==> config.mk <==
export PLATFORM = sky130hd
export DESIGN_NAME = id_ex_pipe_reg_flat
export DESIGN_NICKNAME = d
export VERILOG_FILES = /design/src/rtl/id_ex_pipe_reg_if.sv /design/src/rtl/id_ex_pipe_reg.sv /design/src/flat_wrapper.sv
export SDC_FILE = /design/constraint.sdc
export NUM_CORES = 1
export LEC_CHECK = 0
export BUFFER_PORTS_ARGS = -buffer_cell sky130_fd_sc_hd__buf_4
export CORE_AREA = 2 2 132 134
export CTS_BUF_LIST = sky130_fd_sc_hd__clkbuf_16
export DETAILED_ROUTE_END_ITERATION = 16
export DIE_AREA = 0 0 134 136
export PLACE_DENSITY_LB_ADDON = 0.25
export SYNTH_ARGS = -nofsm -noshare
export SYNTH_HDL_FRONTEND = slang
export SYNTH_SLANG_ARGS = --single-unit
==> constraint.sdc <==
create_clock -name clk -period 2.5 [get_ports clk]
set_input_delay 0 -clock clk [delete_from_list [all_inputs] [get_ports clk]]
set_output_delay 0 -clock clk [all_outputs]
set_load 0.1 [all_outputs]
==> src/rtl/id_ex_pipe_reg_if.sv <==
// ID/EX pipeline register bus: upstream handshake and payload from decode,
// stall/kill controls, downstream handshake and decoded fields to execute,
// plus the starvation counter. The register itself connects through the
// slave modport; the driving environment uses the master modport.
interface id_ex_pipe_reg_if #(
  parameter int XLEN  = 32,
  parameter int CNT_W = 16
);
  logic             in_valid;
  logic             in_ready;
  logic [XLEN-1:0]  in_pc;
  logic [31:0]      in_instr;
  logic [XLEN-1:0]  in_rdata1;
  logic [XLEN-1:0]  in_rdata2;
  logic [XLEN-1:0]  in_imm;

  logic             hold;
  logic             flush;

  logic             out_valid;
  logic             out_ready;
  logic [XLEN-1:0]  out_pc;
  logic [XLEN-1:0]  out_rdata1;
  logic [XLEN-1:0]  out_rdata2;
  logic [XLEN-1:0]  out_imm;
  logic [4:0]       out_rs1;
  logic [4:0]       out_rs2;
  logic [4:0]       out_rd;
  logic [6:0]       out_funct7;
  logic [2:0]       out_funct3;

  logic [CNT_W-1:0] starve_cnt;

  modport master (
    output in_valid, in_pc, in_instr, in_rdata1, in_rdata2, in_imm,
    output hold, flush, out_ready,
    input  in_ready, out_valid, out_pc, out_rdata1, out_rdata2, out_imm,
    input  out_rs1, out_rs2, out_rd, out_funct7, out_funct3, starve_cnt
  );

  modport slave (
    input  in_valid, in_pc, in_instr, in_rdata1, in_rdata2, in_imm,
    input  hold, flush, out_ready,
    output in_ready, out_valid, out_pc, out_rdata1, out_rdata2, out_imm,
    output out_rs1, out_rs2, out_rd, out_funct7, out_funct3, starve_cnt
  );
endinterface

==> src/rtl/id_ex_pipe_reg.sv <==
// ID/EX pipeline register with valid/ready handshakes on both sides.
// Register fields are extracted from the instruction at acceptance time so
// execute sees rs1/rs2/rd/funct7/funct3 directly.
//
// Build option: define ID_EX_PIPE_REG_SKID_EN to add a second (skid) entry.
// With the skid entry, in_ready does not depend on out_ready, which breaks
// the combinational ready path from execute back to decode. Without it the
// block is a single slot and in_ready is combinational on out_ready.
//
// STALL_MODE selects what hold does to an emptied output slot:
//   0 = leave the data fields at their last values,
//   1 = zero them so execute sees a clean bubble.
module id_ex_pipe_reg #(
  parameter int XLEN       = 32,
  parameter int STALL_MODE = 0,
  parameter int CNT_W      = 16
) (
  input logic             clk,
  input logic             reset,
  id_ex_pipe_reg_if.slave bus
);

  typedef struct packed {
    logic [XLEN-1:0] pc;
    logic [XLEN-1:0] rdata1;
    logic [XLEN-1:0] rdata2;
    logic [XLEN-1:0] imm;
    logic [4:0]      rs1;
    logic [4:0]      rs2;
    logic [4:0]      rd;
    logic [6:0]      funct7;
    logic [2:0]      funct3;
  } entry_t;

  entry_t           in_entry;
  entry_t           out_q;
  entry_t           out_d;
  logic             out_valid_q;
  logic             out_valid_d;
  logic [CNT_W-1:0] starve_cnt_q;
  logic [CNT_W-1:0] starve_cnt_d;

  logic             in_ready_int;
  logic             accept;
  logic             slot_free;
  logic             bubble_zero;

`ifdef ID_EX_PIPE_REG_SKID_EN
  entry_t           skid_q;
  entry_t           skid_d;
  logic             skid_valid_q;
  logic             skid_valid_d;
`endif

  // Decode the incoming instruction into the fields execute needs
  always_comb begin
    in_entry        = '0;
    in_entry.pc     = bus.in_pc;
    in_entry.rdata1 = bus.in_rdata1;
    in_entry.rdata2 = bus.in_rdata2;
    in_entry.imm    = bus.in_imm;
    in_entry.rs1    = bus.in_instr[19:15];
    in_entry.rs2    = bus.in_instr[24:20];
    in_entry.rd     = bus.in_instr[11:7];
    in_entry.funct7 = bus.in_instr[31:25];
    in_entry.funct3 = bus.in_instr[14:12];
  end

  // Upstream ready: blocked by hold, flush and reset; otherwise limited by free storage
  always_comb begin
    in_ready_int = 1'b0;
`ifdef ID_EX_PIPE_REG_SKID_EN
    in_ready_int = !skid_valid_q && !bus.hold && !bus.flush && !reset;
`else
    in_ready_int = !bus.hold && !bus.flush && !reset &&
                   (!out_valid_q || bus.out_ready);
`endif
  end

  assign accept      = bus.in_valid && in_ready_int;
  assign slot_free   = !out_valid_q || bus.out_ready;
  assign bubble_zero = (STALL_MODE == 1) && bus.hold;

  // Next state of the output slot (and skid entry): flush kills, otherwise refill a free slot
  always_comb begin
    out_d       = out_q;
    out_valid_d = out_valid_q;
`ifdef ID_EX_PIPE_REG_SKID_EN
    skid_d       = skid_q;
    skid_valid_d = skid_valid_q;
`endif
    if (bus.flush) begin
      out_valid_d = 1'b0;
`ifdef ID_EX_PIPE_REG_SKID_EN
      skid_valid_d = 1'b0;
`endif
      if (bubble_zero) begin
        out_d = '0;
      end
    end else if (slot_free) begin
`ifdef ID_EX_PIPE_REG_SKID_EN
      if (skid_valid_q) begin
        out_d        = skid_q;
        out_valid_d  = 1'b1;
        skid_valid_d = 1'b0;
      end else if (accept) begin
        out_d       = in_entry;
        out_valid_d = 1'b1;
      end else begin
        out_valid_d = 1'b0;
        if (bubble_zero) begin
          out_d = '0;
        end
      end
`else
      if (accept) begin
        out_d       = in_entry;
        out_valid_d = 1'b1;
      end else begin
        out_valid_d = 1'b0;
        if (bubble_zero) begin
          out_d = '0;
        end
      end
`endif
    end else begin
`ifdef ID_EX_PIPE_REG_SKID_EN
      if (accept) begin
        skid_d       = in_entry;
        skid_valid_d = 1'b1;
      end
`endif
    end
  end

  // Count cycles where execute was ready but had nothing to do, saturating at all-ones
  always_comb begin
    starve_cnt_d = starve_cnt_q;
    if (bus.out_ready && !out_valid_q && !bus.hold && (starve_cnt_q != {CNT_W{1'b1}})) begin
      starve_cnt_d = starve_cnt_q + CNT_W'(1);
    end
  end

  // State registers with synchronous reset that overrides every other control
  always_ff @(posedge clk) begin
    if (reset) begin
      out_q        <= '0;
      out_valid_q  <= 1'b0;
      starve_cnt_q <= '0;
`ifdef ID_EX_PIPE_REG_SKID_EN
      skid_q       <= '0;
      skid_valid_q <= 1'b0;
`endif
    end else begin
      out_q        <= out_d;
      out_valid_q  <= out_valid_d;
      starve_cnt_q <= starve_cnt_d;
`ifdef ID_EX_PIPE_REG_SKID_EN
      skid_q       <= skid_d;
      skid_valid_q <= skid_valid_d;
`endif
    end
  end

  assign bus.in_ready   = in_ready_int;
  assign bus.out_valid  = out_valid_q;
  assign bus.out_pc     = out_q.pc;
  assign bus.out_rdata1 = out_q.rdata1;
  assign bus.out_rdata2 = out_q.rdata2;
  assign bus.out_imm    = out_q.imm;
  assign bus.out_rs1    = out_q.rs1;
  assign bus.out_rs2    = out_q.rs2;
  assign bus.out_rd     = out_q.rd;
  assign bus.out_funct7 = out_q.funct7;
  assign bus.out_funct3 = out_q.funct3;
  assign bus.starve_cnt = starve_cnt_q;

endmodule

==> src/flat_wrapper.sv <==
// flat-port wrapper written by rule: the top's interface ports become plain ports
module id_ex_pipe_reg_flat 
#(
  parameter int XLEN       = 32,
  parameter int STALL_MODE = 0,
  parameter int CNT_W      = 16
)
  (clk, reset, bus_in_valid, bus_in_pc, bus_in_instr, bus_in_rdata1, bus_in_rdata2, bus_in_imm, bus_hold, bus_flush, bus_out_ready, bus_in_ready, bus_out_valid, bus_out_pc, bus_out_rdata1, bus_out_rdata2, bus_out_imm, bus_out_rs1, bus_out_rs2, bus_out_rd, bus_out_funct7, bus_out_funct3, bus_starve_cnt);
  id_ex_pipe_reg_if #(.XLEN(XLEN), .CNT_W(CNT_W)) bus_i ();
  input logic clk;
  input logic reset;
  input wire logic [$bits(bus_i.in_valid)-1:0] bus_in_valid;
  input wire logic [$bits(bus_i.in_pc)-1:0] bus_in_pc;
  input wire logic [$bits(bus_i.in_instr)-1:0] bus_in_instr;
  input wire logic [$bits(bus_i.in_rdata1)-1:0] bus_in_rdata1;
  input wire logic [$bits(bus_i.in_rdata2)-1:0] bus_in_rdata2;
  input wire logic [$bits(bus_i.in_imm)-1:0] bus_in_imm;
  input wire logic [$bits(bus_i.hold)-1:0] bus_hold;
  input wire logic [$bits(bus_i.flush)-1:0] bus_flush;
  input wire logic [$bits(bus_i.out_ready)-1:0] bus_out_ready;
  output wire logic [$bits(bus_i.in_ready)-1:0] bus_in_ready;
  output wire logic [$bits(bus_i.out_valid)-1:0] bus_out_valid;
  output wire logic [$bits(bus_i.out_pc)-1:0] bus_out_pc;
  output wire logic [$bits(bus_i.out_rdata1)-1:0] bus_out_rdata1;
  output wire logic [$bits(bus_i.out_rdata2)-1:0] bus_out_rdata2;
  output wire logic [$bits(bus_i.out_imm)-1:0] bus_out_imm;
  output wire logic [$bits(bus_i.out_rs1)-1:0] bus_out_rs1;
  output wire logic [$bits(bus_i.out_rs2)-1:0] bus_out_rs2;
  output wire logic [$bits(bus_i.out_rd)-1:0] bus_out_rd;
  output wire logic [$bits(bus_i.out_funct7)-1:0] bus_out_funct7;
  output wire logic [$bits(bus_i.out_funct3)-1:0] bus_out_funct3;
  output wire logic [$bits(bus_i.starve_cnt)-1:0] bus_starve_cnt;
  assign bus_i.in_valid = bus_in_valid;
  assign bus_i.in_pc = bus_in_pc;
  assign bus_i.in_instr = bus_in_instr;
  assign bus_i.in_rdata1 = bus_in_rdata1;
  assign bus_i.in_rdata2 = bus_in_rdata2;
  assign bus_i.in_imm = bus_in_imm;
  assign bus_i.hold = bus_hold;
  assign bus_i.flush = bus_flush;
  assign bus_i.out_ready = bus_out_ready;
  assign bus_in_ready = bus_i.in_ready;
  assign bus_out_valid = bus_i.out_valid;
  assign bus_out_pc = bus_i.out_pc;
  assign bus_out_rdata1 = bus_i.out_rdata1;
  assign bus_out_rdata2 = bus_i.out_rdata2;
  assign bus_out_imm = bus_i.out_imm;
  assign bus_out_rs1 = bus_i.out_rs1;
  assign bus_out_rs2 = bus_i.out_rs2;
  assign bus_out_rd = bus_i.out_rd;
  assign bus_out_funct7 = bus_i.out_funct7;
  assign bus_out_funct3 = bus_i.out_funct3;
  assign bus_starve_cnt = bus_i.starve_cnt;
  id_ex_pipe_reg #(.XLEN(XLEN), .STALL_MODE(STALL_MODE), .CNT_W(CNT_W)) u_core (.clk(clk), .reset(reset), .bus(bus_i));
endmodule
==> Yosys cells after proc, flatten, opt, wreduce, memory -nomap -nowiden <==
Index checks and enable logic that the tools add are counted.
{ "classes": {"addsub": 1, "n_eq_ne": 1, "n_mux": 1, "bitwise": 1, "reduce_logical": 14} }
{ "op_table": {"columns": ["op", "count"], "rows": [
  ["adder 16 x 1 -> 16 bit, second input constant", 1],
  ["!= test 16 bit, second input constant", 1],
  ["logical AND 1 bit", 7],
  ["logical NOT 1 bit", 4],
  ["AND reduction 3 bit", 1],
  ["OR reduction 2 bit", 1],
  ["logical OR 1 bit", 1],
  ["2-to-1 mux 1 bit", 1],
  ["NOT 1 bit", 1]
]} }
{ "word_totals": {"reg_bits": 170, "input_bits": 166, "word_cells": 29} }

==> Logic depth before layout (Yosys ltp) <==
{ "depth": {"word_depth": 6, "mapped_depth": 7} }

==> Worst setup path after synthesis <==
No wires, ideal clock.
{ "synth_path": {"path_type": "register to register", "start": "reg u_core.starve_cnt_q[2] (netlist: u_core.bus.starve_cnt[2])", "end": "reg u_core.starve_cnt_q[13] (netlist: u_core.bus.starve_cnt[13])", "setup_ns": 0.121, "arrival_ns": 2.675, "required_ns": 2.379, "slack_ns": -0.296, "path_stages_with_launch": 6, "synth_period_minus_slack_ns": 2.796, "path_cell_list": "dfxtp_1 -> nand4_1 -> or4_1 -> buf_2 -> nor4_2 -> mux2_2"} }
{ "synth_via": {"elab_chain_cells": 2} }
{ "synth_rtl": {"columns": ["element", "line_no", "rtl"], "rows": [
  ["start: declaration", "id_ex_pipe_reg.sv:40", "logic [CNT_W-1:0] starve_cnt_q;"],
  ["start signal: assignment", "id_ex_pipe_reg.sv:157", "starve_cnt_q <= starve_cnt_d;"],
  ["parallel branches: the longest is 2 deep, another holds adder 16 x 1 -> 16 bit", null, null]
]} }
Several ways; the timed one is not identified.
A chain may end at the register's enable or synchronous reset.

==> Worst setup path after layout <==
{ "layout_path": {"start": "reg u_core.out_valid_q (netlist: u_core.bus.out_valid)", "end": "reg u_core.out_valid_q (netlist: u_core.bus.out_valid)"} }
{ "layout_via": {"elab_chain_cells": 5} }
{ "layout_rtl": {"columns": ["element", "line_no", "rtl"], "rows": [
  ["start: declaration", "id_ex_pipe_reg.sv:38", "logic out_valid_q;"],
  ["start signal: assignment", "id_ex_pipe_reg.sv:156", "out_valid_q <= out_valid_d;"],
  ["logical NOT 1 bit (*)", "id_ex_pipe_reg.sv:76, id_ex_pipe_reg.sv:81", null],
  ["logical OR 1 bit (*)", "id_ex_pipe_reg.sv:76, id_ex_pipe_reg.sv:81", null],
  ["logical AND 1 bit", "id_ex_pipe_reg.sv:75", "in_ready_int = !bus.hold && !bus.flush && !reset &&"],
  ["logical AND 1 bit", "id_ex_pipe_reg.sv:80", "assign accept = bus.in_valid && in_ready_int;"],
  ["2-to-1 mux 1 bit", "id_ex_pipe_reg.sv:116", "if (accept) begin"]
]} }
Mark *: on every way between the ends. The rest lies on a longest branch, timed or not.

==> metrics.log <==
INFO  metric outcome = finished clean
INFO  metric synth.top_cells.by_area = sky130_fd_sc_hd__dfxtp_1 (56%), sky130_fd_sc_hd__nand2_1 (19%), sky130_fd_sc_hd__a21oi_1 (14%)
INFO  metric slew_headroom = 25.8%
INFO  metric vias_in_the_first_global_route = 6649
INFO  metric cts-root-buf = sky130_fd_sc_hd__clkbuf_16
INFO  metric post_route_cells_drive_above_1_share = 30.7%
INFO  metric track_usage = 22.2%
INFO  metric die-width = 134 um
INFO  metric synth-edff-count = 0
INFO  metric drt_first_iter_violations = 387
INFO  metric clock_tree.htree_level_count = 4
INFO  metric globalRoute.totalOverflow = 0
INFO  metric clkLatencyLatePin = 0.43 ns
INFO  metric ys_seq_area_share = 56.0%
INFO  metric grt_pass1_wl = 32500 um
INFO  metric place_congestion = 0.785
INFO  metric final_hold_viol_count = 0
INFO  metric complex_gate_fraction_of_the_synthesized_area = 15.7%
INFO  metric synth-simple-area-share = 23.9%
INFO  metric cts_tree = done
INFO  metric yosys_register_bits = 170
INFO  metric met2_track_demand_over_resource_in_global_routing = 38.0%
INFO  metric post-synth-top-area-cell = sky130_fd_sc_hd__dfxtp_1
INFO  metric synth_nets = 938
INFO  metric final_setup_violation_count = 0
INFO  metric grt_antenna_before_repair = 1
INFO  metric dpl_cells = 1279
INFO  metric pwr_density_cell = 576 nW/um2
INFO  metric dp_hpwl = 13000 um
INFO  metric setup_repair_after_global_routing_missed_its_margin = no
INFO  metric clk_pin_slew = 0.06 ns
INFO  metric nature_of_the_critical_path_endpoint = flop
INFO  metric r2r-start = u_core.bus.out_valid
INFO  metric tns = 0 ns
INFO  metric synth_async_sr_flop_share = 0%
INFO  metric min-delay-path-class = in -> reg
INFO  metric max_freq = 0.458 GHz
INFO  metric floorplan.core_area = 16900 um2
INFO  metric max_cap_violations = 0
INFO  metric floorplan.initialDensity = 36.0%
INFO  metric netlist_area_pre_place = 6080 um2
INFO  metric fin_skew = 0.00808 ns
INFO  metric synth_fa_ha_area_share = 0.206%
INFO  metric die_area = 18200 um2
INFO  metric timing.critical_path.required = 2.81 ns
INFO  metric worstSetupStartpointType = flop
INFO  metric slew_violations = 0
INFO  metric cts_buffers = 17
INFO  metric synth_commonest_cells = sky130_fd_sc_hd__nand2_1 (313), sky130_fd_sc_hd__dfxtp_1 (170), sky130_fd_sc_hd__a21oi_1 (164)
INFO  metric critPathArrivalTime = 2.49 ns
INFO  metric total_leakage_power = 4.47 nW
INFO  metric synthDominantCellAreaShare = 56.0%
INFO  metric port-buffer-count = 329
INFO  metric buffer_count_from_post_cts_setup_fixing = 0
INFO  metric proportion_of_synthesized_area_in_mux_cells = 0.371%
INFO  metric routed_wire_length_per_instance = 14.3 um
INFO  metric route.antenna.remaining_nets = 0
INFO  metric grt_start_max_net_pins = 104
INFO  metric post_synth.cell_area_avg = 7.88 um2
INFO  metric synthCells = 771
INFO  metric routed_wirelength = 20900 um
INFO  metric worst_ir_drop_vdd = 0.000428 V
INFO  metric distinct_cell_type_count_of_the_synthesized_netlist = 33
INFO  metric cp_class = reg -> reg
INFO  metric route.detailed.vias_per_inst = 4.74
INFO  metric design.portCount = 337
INFO  metric max_slew.worst_pin.slew = 1.11 ns
INFO  metric drt-pass1-iter-count = 6
INFO  metric finalWorstPathRequiredPeriod = 2.18 ns
INFO  metric area_delta_synth_final = 78.1%
INFO  metric max-clock-path-buffers = 2
INFO  metric synth_top_family_by_area = simple AND/OR/NAND/NOR gates
INFO  metric vias = 6953
INFO  metric synthesis.yosys.warnings = 0
INFO  metric synth_xor_xnor_area_share = 0%
INFO  metric drcViolationCount = 0
INFO  metric critical_path.max_fanout = 79
INFO  metric final_core_utilization = 64.1%
INFO  metric placementRows = 48
INFO  metric dpl_worst_slack = 0.405 ns
INFO  metric synth_most_common_cell = sky130_fd_sc_hd__nand2_1
INFO  metric post-route-period-util = 87.3%
INFO  metric worst_setup_path_startpoint = u_core.bus.out_valid
INFO  metric holdPathStages = 4
INFO  metric layout.cells.non_filler = 1468
INFO  metric final.setup.worst_slack = 0.318 ns
INFO  metric timing.reg2reg.worst_path_depth = 5
INFO  metric total_clock_sinks = 170
INFO  metric grt_use_met1 = 25.3%
INFO  metric most_crowded_layer_after_global_routing = met2
INFO  metric grt_use_met3 = 6.90%
INFO  metric crit_path_end = u_core.bus.out_valid
INFO  metric synth_flop_cell = sky130_fd_sc_hd__dfxtp_1
INFO  metric worst_r2r_endpoint = u_core.bus.out_valid
INFO  metric die_y = 136 um
INFO  metric worst-r2r-setup-slack = 0.32 ns
INFO  metric design.final.nets = 1396
[routing by layer]
metal | vias to the layer above | part of all wire, %
li1 | 3450 | -
met1 | 3194 | 40
met2 | 273 | 49
met3 | 36 | 8.1
met4 | 0 | 2.8
met5 | - | 0
[state kept, by name (all words and copies together), names as in the netlist]
register and count:
u_core.bus.out_rs2 5, u_core.bus.out_imm 32, u_core.bus.out_rd 5, u_core.bus.out_rdata1 32, u_core.bus.starve_cnt 16, u_core.bus.out_pc 32
u_core.bus.out_funct7 7, u_core.bus.out_valid 1, u_core.bus.out_rs1 5, u_core.bus.out_funct3 3, u_core.bus.out_rdata2 32
[where the power goes]
group / leakage [nW] / switching (mW) / internal (mW)
Sequential: 1.38 / 0.0294 / 2.76
Clock: 0.244 / 1.12 / 1.27
Combinational: 2.85 / 0.626 / 0.424
[cell usage in the layout, fill, tap and decap left out, drive strengths merged, types with 2 or more instances in the layout]
cell         count
dlygate4sd3    156
nor3b            2
clkinv           3
inv              9
nand4            4
nor3             4
nor4             4
o21ai            7
nor2             4
buf            338
or4              4
a21oi          164
o21a             2
mux2             2
clkbuf          17
nor2b            2
nand3            5
o31ai            5
or3              8
nand2          313
dfxtp          170
clkinvlp         7
[critical path, cell delays in order (launching register included)]
cell and delay, ns:
sky130_fd_sc_hd__dfxtp_1 0.38, sky130_fd_sc_hd__nand2b_1 0.15, sky130_fd_sc_hd__nand3_4 0.11, sky130_fd_sc_hd__buf_4 0.63, sky130_fd_sc_hd__a211oi_1 0.18, sky130_fd_sc_hd__dlygate4sd3_1 0.61
[logic make-up after synthesis]
family          after synthesis
compound gates              183
fa+ha+maj                     1
buf+inv                      59
flops                       170
mux                           2
simple gates                356
[what timing repair did]
item	in CTS	in global routing
hold buffers	156	0
hold endpoints to repair	155	0
endpoints found under the setup margin	0	0
gates resized for setup	0	0
[stage by stage]
step,power [mW],hold WS [ns],cell area (um2)
6_report,6.23,0.0368,10800
5_1_grt,6.45,0.0529,10800
4_1_cts,6.29,0.0172,10800
3_5_place_dp,3.69,0.203,8730
3_3_place_gp,3.69,0.197,8730
2_1_floorplan,3.37,0.0785,6080
[worst min-delay path by stage]
stage,from,to
floorplan,bus_flush,u_core.bus.out_valid
global placement,bus_flush,u_core.bus.out_valid
detailed placement,bus_flush,u_core.bus.out_valid
CTS,bus_out_ready,u_core.bus.starve_cnt[1]
global route,bus_out_ready,u_core.bus.starve_cnt[1]
finish,bus_out_ready,u_core.bus.starve_cnt[1]
[layout make-up]
cell class                 instances  area [um2]
antenna                            1        2.50
clock buffer                      17         425
clock inverter                    15         104
fill                            1378        6050
inverter                           4        15.0
multi-input combinational        542        2460
sequential                       170        3410
tap                              225         282
timing repair buffer             494        4120
Power figures use the tool's default switching activity.
